--- config.mk ---
export PLATFORM = sky130hd
export DESIGN_NAME = ram_boot_loader_flat
export DESIGN_NICKNAME = d
export VERILOG_FILES = /design/src/rtl/ram_boot_loader_if.sv /design/src/rtl/ram_boot_loader.sv /design/src/flat_wrapper.sv
export SDC_FILE = /design/constraint.sdc
export NUM_CORES = 1
export LEC_CHECK = 0
export BUFFER_PORTS_ARGS = -buffer_cell sky130_fd_sc_hd__buf_2
export CAP_MARGIN = 20
export CORE_ASPECT_RATIO = 0.75
export CORE_UTILIZATION = 50
export CTS_BUF_LIST = sky130_fd_sc_hd__clkbuf_8
export DETAILED_ROUTE_END_ITERATION = 7
export PLACE_DENSITY = 0.79
export REMOVE_ABC_BUFFERS = 1
export SYNTH_ARGS = -nofsm -noshare
export SYNTH_HDL_FRONTEND = slang
export SYNTH_SLANG_ARGS = --single-unit
--- constraint.sdc ---
create_clock -name hclk -period 2.93 [get_ports hclk]
set_input_delay 0.1465 -clock hclk [delete_from_list [all_inputs] [get_ports hclk]]
set_output_delay 0.1465 -clock hclk [all_outputs]
set_load 0.005 [all_outputs]
--- src/rtl/ram_boot_loader_if.sv ---
// Boot loader signal bundle: start/config, byte stream, RAM priority write port, status.
interface ram_boot_loader_if;
  localparam int unsigned ADDR_W = 16;
  localparam int unsigned WORD_W = 32;
  localparam int unsigned BYTE_W = 8;

  // load request and image description
  logic              start;
  logic              boot_skip;
  logic [ADDR_W-1:0] base_addr;
  logic [ADDR_W-1:0] length_words;

  // byte stream from the UART/debug receiver
  logic              rx_valid;
  logic [BYTE_W-1:0] rx_data;
  logic              rx_ready;

  // RAM priority write port
  logic              write;
  logic [ADDR_W-1:0] wraddrin;
  logic [WORD_W-1:0] wrdatain;

  // CPU hold and status
  logic              cpu_hold;
  logic              busy;
  logic              done;
  logic              err;

  // loader side
  modport slave (
    input  start, boot_skip, base_addr, length_words, rx_valid, rx_data,
    output rx_ready, write, wraddrin, wrdatain, cpu_hold, busy, done, err
  );

  // requester / stream source / observer side
  modport master (
    output start, boot_skip, base_addr, length_words, rx_valid, rx_data,
    input  rx_ready, write, wraddrin, wrdatain, cpu_hold, busy, done, err
  );
endinterface

--- src/rtl/ram_boot_loader.sv ---
// Fills code/data RAM from a little-endian byte stream, verifies an additive
// checksum and releases the CPU hold only when the image is good.
module ram_boot_loader #(
  parameter int unsigned TIMEOUT = 1000000
) (
  input  logic             hclk,
  input  logic             hresetn,
  ram_boot_loader_if.slave bus
);

  localparam int unsigned ADDR_W = 16;
  localparam int unsigned WORD_W = 32;
  localparam int unsigned BYTE_W = 8;
  localparam int unsigned PART_W = 24;
  localparam int unsigned TMO_W  = 32;
  // last idle-count value before the timeout edge; unused when TIMEOUT is 0
  localparam logic [TMO_W-1:0] TMO_LAST = (TIMEOUT == 0) ? '0 : TMO_W'(TIMEOUT - 1);

  typedef enum logic [2:0] {
    ST_IDLE  = 3'd0,
    ST_LOAD  = 3'd1,
    ST_CHECK = 3'd2,
    ST_DONE  = 3'd3,
    ST_ERR   = 3'd4
  } state_e;

  state_e state_q, state_d;

  // image bookkeeping
  logic [ADDR_W-1:0] base_q, base_d;
  logic [ADDR_W-1:0] len_q, len_d;
  logic [ADDR_W-1:0] idx_q, idx_d;
  logic [1:0]        bcnt_q, bcnt_d;
  logic [PART_W-1:0] part_q, part_d;
  logic [WORD_W-1:0] sum_q, sum_d;
  logic [TMO_W-1:0]  tmo_q, tmo_d;

  // registered outputs
  logic              rx_ready_q, rx_ready_d;
  logic              write_q, write_d;
  logic [ADDR_W-1:0] wraddr_q, wraddr_d;
  logic [WORD_W-1:0] wrdata_q, wrdata_d;
  logic              cpu_hold_q, cpu_hold_d;
  logic              busy_q, busy_d;
  logic              done_q, done_d;
  logic              err_q, err_d;

  // per-cycle decode
  logic              accept_c;
  logic              word_end_c;
  logic [WORD_W-1:0] word_c;
  logic [ADDR_W-1:0] idx_inc_c;
  logic              start_ok_c;
  logic              tmo_hit_c;
  logic              in_xfer_c;
  state_e            start_tgt_c;

  // byte handshake, word assembly and restart decode
  always_comb begin
    accept_c    = bus.rx_valid & rx_ready_q;
    word_end_c  = (bcnt_q == 2'd3);
    word_c      = {bus.rx_data, part_q};
    idx_inc_c   = idx_q + ADDR_W'(1);
    in_xfer_c   = (state_q == ST_LOAD) || (state_q == ST_CHECK);
    start_ok_c  = bus.start &&
                  ((state_q == ST_IDLE) || (state_q == ST_DONE) || (state_q == ST_ERR));
    start_tgt_c = (bus.length_words == '0) ? ST_CHECK : ST_LOAD;
    tmo_hit_c   = (TIMEOUT != 0) && in_xfer_c && !accept_c && (tmo_q == TMO_LAST);
  end

  // state register
  always_ff @(posedge hclk or negedge hresetn) begin
    if (!hresetn) begin
      state_q <= ST_IDLE;
    end else begin
      state_q <= state_d;
    end
  end

  // next-state logic
  always_comb begin
    state_d = state_q;
    unique case (state_q)
      ST_IDLE: begin
        if (bus.start) begin
          state_d = start_tgt_c;
        end else if (bus.boot_skip) begin
          state_d = ST_DONE;
        end
      end
      ST_LOAD: begin
        if (accept_c && word_end_c && (idx_inc_c == len_q)) begin
          state_d = ST_CHECK;
        end else if (tmo_hit_c) begin
          state_d = ST_ERR;
        end
      end
      ST_CHECK: begin
        if (accept_c && word_end_c) begin
          state_d = (word_c == sum_q) ? ST_DONE : ST_ERR;
        end else if (tmo_hit_c) begin
          state_d = ST_ERR;
        end
      end
      ST_DONE, ST_ERR: begin
        if (bus.start) begin
          state_d = start_tgt_c;
        end
      end
      default: state_d = ST_IDLE;
    endcase
  end

  // datapath and output next values
  always_comb begin
    base_d     = base_q;
    len_d      = len_q;
    idx_d      = idx_q;
    bcnt_d     = bcnt_q;
    part_d     = part_q;
    sum_d      = sum_q;
    tmo_d      = tmo_q;
    write_d    = 1'b0;
    wraddr_d   = wraddr_q;
    wrdata_d   = wrdata_q;

    if (start_ok_c) begin
      // fresh image: latch geometry, clear all accumulation
      base_d = bus.base_addr;
      len_d  = bus.length_words;
      idx_d  = '0;
      bcnt_d = '0;
      part_d = '0;
      sum_d  = '0;
      tmo_d  = '0;
    end else if (in_xfer_c) begin
      if (accept_c) begin
        tmo_d  = '0;
        bcnt_d = bcnt_q + 2'd1;
        if (word_end_c) begin
          part_d = '0;
          if (state_q == ST_LOAD) begin
            write_d  = 1'b1;
            wraddr_d = base_q + idx_q;
            wrdata_d = word_c;
            sum_d    = sum_q + word_c;
            idx_d    = idx_inc_c;
          end
        end else begin
          unique case (bcnt_q)
            2'd0:    part_d[7:0]   = bus.rx_data;
            2'd1:    part_d[15:8]  = bus.rx_data;
            default: part_d[23:16] = bus.rx_data;
          endcase
        end
      end else if (TIMEOUT != 0) begin
        tmo_d = tmo_q + TMO_W'(1);
      end
    end

    // status follows the state being entered so it is valid the cycle after the edge
    rx_ready_d = (state_d == ST_LOAD) || (state_d == ST_CHECK);
    busy_d     = (state_d == ST_LOAD) || (state_d == ST_CHECK);
    done_d     = (state_d == ST_DONE);
    err_d      = (state_d == ST_ERR);
    cpu_hold_d = (state_d != ST_DONE);
  end

  // datapath and output registers
  always_ff @(posedge hclk or negedge hresetn) begin
    if (!hresetn) begin
      base_q     <= '0;
      len_q      <= '0;
      idx_q      <= '0;
      bcnt_q     <= '0;
      part_q     <= '0;
      sum_q      <= '0;
      tmo_q      <= '0;
      rx_ready_q <= 1'b0;
      write_q    <= 1'b0;
      wraddr_q   <= '0;
      wrdata_q   <= '0;
      cpu_hold_q <= 1'b1;
      busy_q     <= 1'b0;
      done_q     <= 1'b0;
      err_q      <= 1'b0;
    end else begin
      base_q     <= base_d;
      len_q      <= len_d;
      idx_q      <= idx_d;
      bcnt_q     <= bcnt_d;
      part_q     <= part_d;
      sum_q      <= sum_d;
      tmo_q      <= tmo_d;
      rx_ready_q <= rx_ready_d;
      write_q    <= write_d;
      wraddr_q   <= wraddr_d;
      wrdata_q   <= wrdata_d;
      cpu_hold_q <= cpu_hold_d;
      busy_q     <= busy_d;
      done_q     <= done_d;
      err_q      <= err_d;
    end
  end

  assign bus.rx_ready = rx_ready_q;
  assign bus.write    = write_q;
  assign bus.wraddrin = wraddr_q;
  assign bus.wrdatain = wrdata_q;
  assign bus.cpu_hold = cpu_hold_q;
  assign bus.busy     = busy_q;
  assign bus.done     = done_q;
  assign bus.err      = err_q;

endmodule

--- src/flat_wrapper.sv ---
// flat-port wrapper written by rule: the top's interface ports become plain ports
module ram_boot_loader_flat 
#(
  parameter int unsigned TIMEOUT = 1000000
)
  (hclk, hresetn, bus_start, bus_boot_skip, bus_base_addr, bus_length_words, bus_rx_valid, bus_rx_data, bus_rx_ready, bus_write, bus_wraddrin, bus_wrdatain, bus_cpu_hold, bus_busy, bus_done, bus_err);
  ram_boot_loader_if bus_i ();
  input  logic hclk;
  input  logic hresetn;
  input wire logic [$bits(bus_i.start)-1:0] bus_start;
  input wire logic [$bits(bus_i.boot_skip)-1:0] bus_boot_skip;
  input wire logic [$bits(bus_i.base_addr)-1:0] bus_base_addr;
  input wire logic [$bits(bus_i.length_words)-1:0] bus_length_words;
  input wire logic [$bits(bus_i.rx_valid)-1:0] bus_rx_valid;
  input wire logic [$bits(bus_i.rx_data)-1:0] bus_rx_data;
  output wire logic [$bits(bus_i.rx_ready)-1:0] bus_rx_ready;
  output wire logic [$bits(bus_i.write)-1:0] bus_write;
  output wire logic [$bits(bus_i.wraddrin)-1:0] bus_wraddrin;
  output wire logic [$bits(bus_i.wrdatain)-1:0] bus_wrdatain;
  output wire logic [$bits(bus_i.cpu_hold)-1:0] bus_cpu_hold;
  output wire logic [$bits(bus_i.busy)-1:0] bus_busy;
  output wire logic [$bits(bus_i.done)-1:0] bus_done;
  output wire logic [$bits(bus_i.err)-1:0] bus_err;
  assign bus_i.start = bus_start;
  assign bus_i.boot_skip = bus_boot_skip;
  assign bus_i.base_addr = bus_base_addr;
  assign bus_i.length_words = bus_length_words;
  assign bus_i.rx_valid = bus_rx_valid;
  assign bus_i.rx_data = bus_rx_data;
  assign bus_rx_ready = bus_i.rx_ready;
  assign bus_write = bus_i.write;
  assign bus_wraddrin = bus_i.wraddrin;
  assign bus_wrdatain = bus_i.wrdatain;
  assign bus_cpu_hold = bus_i.cpu_hold;
  assign bus_busy = bus_i.busy;
  assign bus_done = bus_i.done;
  assign bus_err = bus_i.err;
  ram_boot_loader #(.TIMEOUT(TIMEOUT)) u_core (.hclk(hclk), .hresetn(hresetn), .bus(bus_i));
endmodule
Word level (Yosys, flattened, before mapping)
Index checks and enable logic that the tools add are counted.
{ "word_totals": {"regBits": 194, "inputBits": 45, "out_inout_bits": 54, "wordCells": 103} }
{ "op_classes": {"add_sub_neg": 5, "n_eq_ne": 15, "muxes": 37, "n_bitwise": 2, "reduce_logical": 27} }
{ "op_table": {"columns": ["op", "count"], "rows": [
  ["two-way mux 32 bit", 8],
  ["two-way mux 24 bit", 4],
  ["two-way mux 16 bit", 5],
  ["adder 32 x 1 -> 32 bit, second input constant", 1],
  ["adder 32 bit", 1],
  ["equality test 32 x 20 -> 1 bit, second input constant", 1],
  ["equality test 32 bit", 1],
  ["two-way mux 8 bit", 3],
  ["two-way mux 3 bit", 7],
  ["adder 16 x 1 -> 16 bit, second input constant", 1],
  ["adder 16 bit", 1],
  ["equality test 16 bit", 1],
  ["zero test 16 bit", 1],
  ["equality test 3 x 2 -> 1 bit, second input constant", 4],
  ["case mux 3 bit (4 select lines)", 1],
  ["AND reduction 3 bit", 3],
  ["two-way mux 2 bit", 4],
  ["nonzero test 2 bit", 4],
  ["equality test 3 x 1 -> 1 bit, second input constant", 2],
  ["equality test 3 bit, second input constant", 2],
  ["nonzero test 3 bit", 2],
  ["logical AND 1 bit", 5],
  ["two-way mux 1 bit", 5],
  ["AND reduction 5 bit", 1],
  ["other kinds (14)", 18]
]} }

Longest topological paths before layout
{ "logic_depth": {"ltp_word": 9, "mapped_depth": 13, "ltp_nobuf": 13} }

Least setup slack after synthesis
Ideal clock, no wire load.
{ "synth_path": {"path_type": "register -> register", "from": "register u_core.part_q[0]", "to": "register u_core.sum_q[28]", "setup_time_ps": 69, "arrival_ps": 2619, "required_ps": 2861, "slack_ps": 242, "stages_incl_launch_ff": 14, "path_buffers": 0, "period_less_slack_ps": 2688, "path_cell_list": "dfrtp_1 ha_1 inv_1 fa_1 nor2b_1 o21ai_1 a21boi_1 o21a_1 o21ai_1 a21oi_1 o31a_1 a21oi_2 or4_1 nand3_1"} }
{ "synth_between": {"elab_chain_len": 6} }
{ "synth_rtl": {"columns": ["element", "line_no", "rtl"], "rows": [
  ["start, declared", "ram_boot_loader.sv:34", "logic [PART_W-1:0] part_q, part_d;"],
  ["start signal, assigned", "ram_boot_loader.sv:192", "part_q <= part_d;"],
  ["adder 32 bit", "ram_boot_loader.sv:146", "sum_d = sum_q + word_c;"],
  ["two-way mux 32 bit", "ram_boot_loader.sv:142", "if (state_q == ST_LOAD) begin"],
  ["two-way mux 32 bit", "ram_boot_loader.sv:140", "if (word_end_c) begin"],
  ["two-way mux 32 bit", "ram_boot_loader.sv:137", "if (accept_c) begin"],
  ["two-way mux 32 bit", "ram_boot_loader.sv:136", "end else if (in_xfer_c) begin"],
  ["two-way mux 32 bit", "ram_boot_loader.sv:127", "if (start_ok_c) begin"],
  ["end signal, assigned", "ram_boot_loader.sv:193", "sum_q <= sum_d;"],
  ["end, declared", "ram_boot_loader.sv:35", "logic [WORD_W-1:0] sum_q, sum_d;"]
]} }
Every way passes these cells. The select of a mux whose other input is x is not followed.
A chain may end at the register's enable or synchronous reset.

Worst setup path after layout
{ "layout_path": {"from": "register u_core.sum_q[0]", "to": "register u_core.sum_q[28]"} }
{ "layout_between": {"elab_chain_len": 6} }
{ "layout_rtl": {"columns": ["element", "line_no"], "rows": [
  ["adder 32 bit", "ram_boot_loader.sv:146"],
  ["two-way mux 32 bit", "ram_boot_loader.sv:142"],
  ["two-way mux 32 bit", "ram_boot_loader.sv:140"],
  ["two-way mux 32 bit", "ram_boot_loader.sv:137"],
  ["two-way mux 32 bit", "ram_boot_loader.sv:136"],
  ["two-way mux 32 bit", "ram_boot_loader.sv:127"]
]} }
Every way passes these cells. The select of a mux whose other input is x is not followed.

==> parameters.txt <==
Parameter                              Value

STA
  Highest attainable clock frequency    0.351 GHz
  Setup repair after global routing missed its margin    yes
  Post-route clock period utilization    97.2%
  Final count of pins violating max slew    0
  Setup TNS    0 ns
  Worst clock skew    0.0224 ns
  Final hold violation count    0
  Relative slew margins    46.9%
  Setup-failing EPs final    0
  Min cycle time layout    2.85 ns
  Transition time at the pin with the least slew margin    0.794 ns

Drt
  Routed Wire Length    27.0 mm
  Number of vias in the routed layout    9351
  Residual DRC    0
  Routed wirelength normalized by instance count    16.8 um
  Final ANT Viol Nets    0
  Number of detailed-route iterations in the first pass    5
  Count of routing violations after the opening detailed-route iteration    704
  Routed via count divided by cell count    5.80

Yosys
  Main synth FF type    sky130_fd_sc_hd__dfrtp_1
  Mapped cell area    0.0109 mm2
  Register bit count reported by yosys    194
  Number of unique standard cell types used by synthesis    70
  Number of enable-type register cells in the synthesized netlist    0
  Number of synthesis warnings    0
  Fraction of synthesis flops using an asynchronous set or reset pin    100%
  Synthesized instance count    1185
  Portion of the post-synthesis area used by sequential elements    44.6%
  Synth Area per Inst    9.19 um2

Worst hold path
  Hold Path Stages    4
  Launch point of the worst hold path    bus_rx_data[3]
  Hold/Removal Path Class    in -> reg
  Min-Delay Endpoint    u_core.bus.wrdatain[27]$_DFFE_PN0P_

Critical path
  Type of the worst setup path    reg -> reg
  Maximum fanout encountered on the critical timing path    3
  Reg-to-Reg Start    u_core.sum_q[0]$_DFFE_PN0P_
  Arrival @ worst endpoint    3.26 ns
  Launching element type of the critical path    flop
  Depth of the worst register-to-register path    13
  Kind of end point of the critical path    flop
  WP data required    3.35 ns
  Worst flop-to-flop path endpoint    u_core.sum_q[28]$_DFFE_PN0P_
  Flop2flop setup slack    0.08 ns

Global routing
  Initial antenna violation count    0
  Grt total ovfl    0
  Vias in the first global route    8648
  All-Layer GR Usage    24.7%
  First-pass GRT wire length    43.4 mm
  Pin count of the biggest net entering global routing    83

Cells and area
  Area of all placed cells without fillers    0.0126 mm2
  Number of nets in the layout    1410
  Reg area    0.00486 mm2
  Share of final-layout standard cells stronger than drive strength 1    17.1%
  Multi-input gate area in the final layout    0.00573 mm2
  Post-synthesis to final-layout area growth    15.6%
  Diode insertion count for antenna repair    0
  Number of filler cells placed in the layout    1775

Clock network
  H-tree lvl count    4
  Clock-pin transition on the worst setup and hold timing paths    0.10 ns
  Number of clock buffers inserted by TritonCTS    17
  Clock tree from TritonCTS    yes
  Master cell of the clock root buffer    sky130_fd_sc_hd__clkbuf_8
  Skew-Pair Late Insertion Delay    0.49 ns
  Num Clock Sinks    194
  Clock tree buffer depth    2

Job
  Number of max-cap violations    0

Floorplan
  Initial cell density of the core    51.3%
  Die extent in x    172 um
  I/O pins    99
  Rows    46
  Vertical die dimension    130 um
  Floorplan die area    0.0224 mm2
  Core region area    0.0212 mm2

Pwr
  Max VDD drop    0.402 mV
  Power per unit of standard cell area    840 mW/mm2
  Static Leak    6.03 nW

Place
  Port Buffers    98
  Cell area reported after detailed placement    0.0117 mm2
  Routability congestion estimate    0.933
  DPL Wire Length    18.6 mm

Run status
  Outcome    complete, no violations
metrics by stage:
step / power, W / hold slack [ns] / util, % / setup slack (ns) / cells
4_1_cts: 0.0105 / 0.0653 / 59.0 / 0.0308 / 1610
5_1_grt: 0.0113 / 0.0886 / 59.3 / -0.0816 / 1612
3_3_place_gp: 0.00837 / 0.237 / 55.1 / 0.169 / 1539
2_1_floorplan: 0.00708 / -0.149 / - / -2.09 / 1126
3_5_place_dp: 0.00854 / 0.238 / 55.1 / 0.0662 / 1539
6_report: 0.0106 / 0.0864 / 59.3 / 0.0816 / 1612
layout by cell type (no fill, tap or decap), types with 9 or more instances in the layout:
cell type / instances
sky130_fd_sc_hd__nor3_1: 23
sky130_fd_sc_hd__dfrtp_1: 192
sky130_fd_sc_hd__ha_1: 49
sky130_fd_sc_hd__and3_1: 16
sky130_fd_sc_hd__o31ai_1: 12
sky130_fd_sc_hd__clkbuf_8: 18
sky130_fd_sc_hd__xor2_1: 44
sky130_fd_sc_hd__o21ai_1: 88
sky130_fd_sc_hd__a21o_1: 18
sky130_fd_sc_hd__a22o_1: 19
sky130_fd_sc_hd__nand2_1: 203
sky130_fd_sc_hd__dlygate4sd3_1: 40
sky130_fd_sc_hd__nor4_1: 18
sky130_fd_sc_hd__mux2_2: 33
sky130_fd_sc_hd__nor2_1: 79
sky130_fd_sc_hd__nand4_1: 25
sky130_fd_sc_hd__xnor2_1: 33
sky130_fd_sc_hd__buf_2: 97
sky130_fd_sc_hd__inv_1: 24
sky130_fd_sc_hd__a21oi_1: 53
sky130_fd_sc_hd__o21ai_0: 38
sky130_fd_sc_hd__buf_4: 28
sky130_fd_sc_hd__nand3_1: 48
sky130_fd_sc_hd__nor2b_1: 9
how the worst max path moves through the flow:
stage	start	to	slack (ns)	cells after the start
floorplan	u_core.state_q[1]$_DFF_PN0_	u_core.part_q[0]$_DFFE_PN0P_	-2.09	5
global placement	u_core.sum_q[0]$_DFFE_PN0P_	u_core.sum_q[22]$_DFFE_PN0P_	0.17	14
detailed placement	u_core.part_q[0]$_DFFE_PN0P_	u_core.sum_q[28]$_DFFE_PN0P_	0.07	13
CTS	u_core.part_q[0]$_DFFE_PN0P_	u_core.sum_q[28]$_DFFE_PN0P_	0.03	13
global route	u_core.sum_q[0]$_DFFE_PN0P_	u_core.sum_q[24]$_DFFE_PN0P_	-0.08	13
finish	u_core.sum_q[0]$_DFFE_PN0P_	u_core.sum_q[28]$_DFFE_PN0P_	0.08	13
flip-flops by register name, summed over array words and instances, names as in the netlist:
register             flops
u_core.bcnt_q            2
u_core.bus.wraddrin     16
u_core.tmo_q            32
u_core.state_q           3
u_core.bus.rx_ready      1
u_core.sum_q            32
u_core.bus.err           1
u_core.bus.done          1
u_core.base_q           16
u_core.part_q           24
u_core.bus.cpu_hold      1
u_core.len_q            16
u_core.idx_q            16
u_core.bus.wrdatain     32
u_core.bus.write         1
what timing repair did:
| action | 4_1_cts | 5_1_grt |
|---|---|---|
| setup buffers | 0 | 2 |
| endpoints found under the setup margin | 0 | 12 |
| hold buffers | 40 | 0 |
| gates resized for setup | 0 | 15 |
| hold endpoints to repair | 123 | 0 |
layout make-up:
cell class                 count  area share (%)
clock buffer                  17            1.86
clock inverter                14            1.48
inverter                      25           0.745
multi-input combinational    907            45.5
sequential                   194            38.6
tap                          288            2.86
timing repair buffer         167            8.98
cells by family after synthesis:
group / count (synthesis) / synth area share [%]
AO/OA/AOI/OAI: 285 / 16.2
XOR/XNOR: 77 / 6.19
adder cells (fa/ha/maj): 53 / 6.23
buffers and inverters: 84 / 3.41
flip-flops: 194 / 44.6
multiplexers: 37 / 3.78
AND/OR/NAND/NOR: 455 / 19.6
power breakdown:
part / leakage, nW / switching [W] / internal [W]
Combinational: 3.25 / 0.00253 / 0.00194
Sequential: 2.55 / 0.000667 / 0.00352
Clock: 0.223 / 0.000986 / 0.000925
Yosys cell counts, types with 4 or more instances:
master                     number  area (um2)
sky130_fd_sc_hd__a211oi_1       6        45.0
sky130_fd_sc_hd__a21o_1        18         135
sky130_fd_sc_hd__a21oi_1       55         275
sky130_fd_sc_hd__a22o_1        19         166
sky130_fd_sc_hd__a31oi_1        7        43.8
sky130_fd_sc_hd__and3_1        16         100
sky130_fd_sc_hd__buf_6          5        56.3
sky130_fd_sc_hd__clkbuf_1      49         184
sky130_fd_sc_hd__dfrtp_1      193        4830
sky130_fd_sc_hd__ha_1          51         638
sky130_fd_sc_hd__inv_1         22        82.6
sky130_fd_sc_hd__mux2_2        33         372
sky130_fd_sc_hd__mux2i_1        4        40.0
sky130_fd_sc_hd__nand2_1      204         766
sky130_fd_sc_hd__nand2b_1       4        25.0
sky130_fd_sc_hd__nand3_1       49         245
sky130_fd_sc_hd__nand4_1       25         156
sky130_fd_sc_hd__nor2_1        79         297
sky130_fd_sc_hd__nor2b_1        9        56.3
sky130_fd_sc_hd__nor3_1        23         115
sky130_fd_sc_hd__nor4_1        18         113
sky130_fd_sc_hd__o21a_1         5        37.5
sky130_fd_sc_hd__o21ai_0       41         205
sky130_fd_sc_hd__o21ai_1       89         445
sky130_fd_sc_hd__o21bai_1       7        52.6
sky130_fd_sc_hd__o31ai_1       12        90.1
sky130_fd_sc_hd__or3_1          6        37.5
sky130_fd_sc_hd__xnor2_1       33         289
sky130_fd_sc_hd__xor2_1        44         385
routing by layer:
| metal | up-vias | wire length, um | global-route usage [%] |
|---|---|---|---|
| li1 | 4448 | - | - |
| met1 | 4527 | 12400 | 35.2 |
| met2 | 348 | 12300 | 38.6 |
| met3 | 28 | 2130 | 5.55 |
| met4 | 0 | 265 | 4.84 |
| met5 | - | 0 | 0 |
worst max-delay path, stage by stage, from the launching register on:
cell and delay, ns:
sky130_fd_sc_hd__dfrtp_1 0.38, sky130_fd_sc_hd__ha_2 0.22, sky130_fd_sc_hd__inv_1 0.07, sky130_fd_sc_hd__fa_2 0.36, sky130_fd_sc_hd__nor2b_1 0.12, sky130_fd_sc_hd__o21ai_1 0.10, sky130_fd_sc_hd__a21boi_1 0.22, sky130_fd_sc_hd__o21a_1 0.18
sky130_fd_sc_hd__o21ai_2 0.09, sky130_fd_sc_hd__a21oi_2 0.21, sky130_fd_sc_hd__o31a_1 0.19, sky130_fd_sc_hd__a21oi_2 0.08, sky130_fd_sc_hd__or4_1 0.47, sky130_fd_sc_hd__nand3_1 0.10
Power figures use the tool's default switching activity.
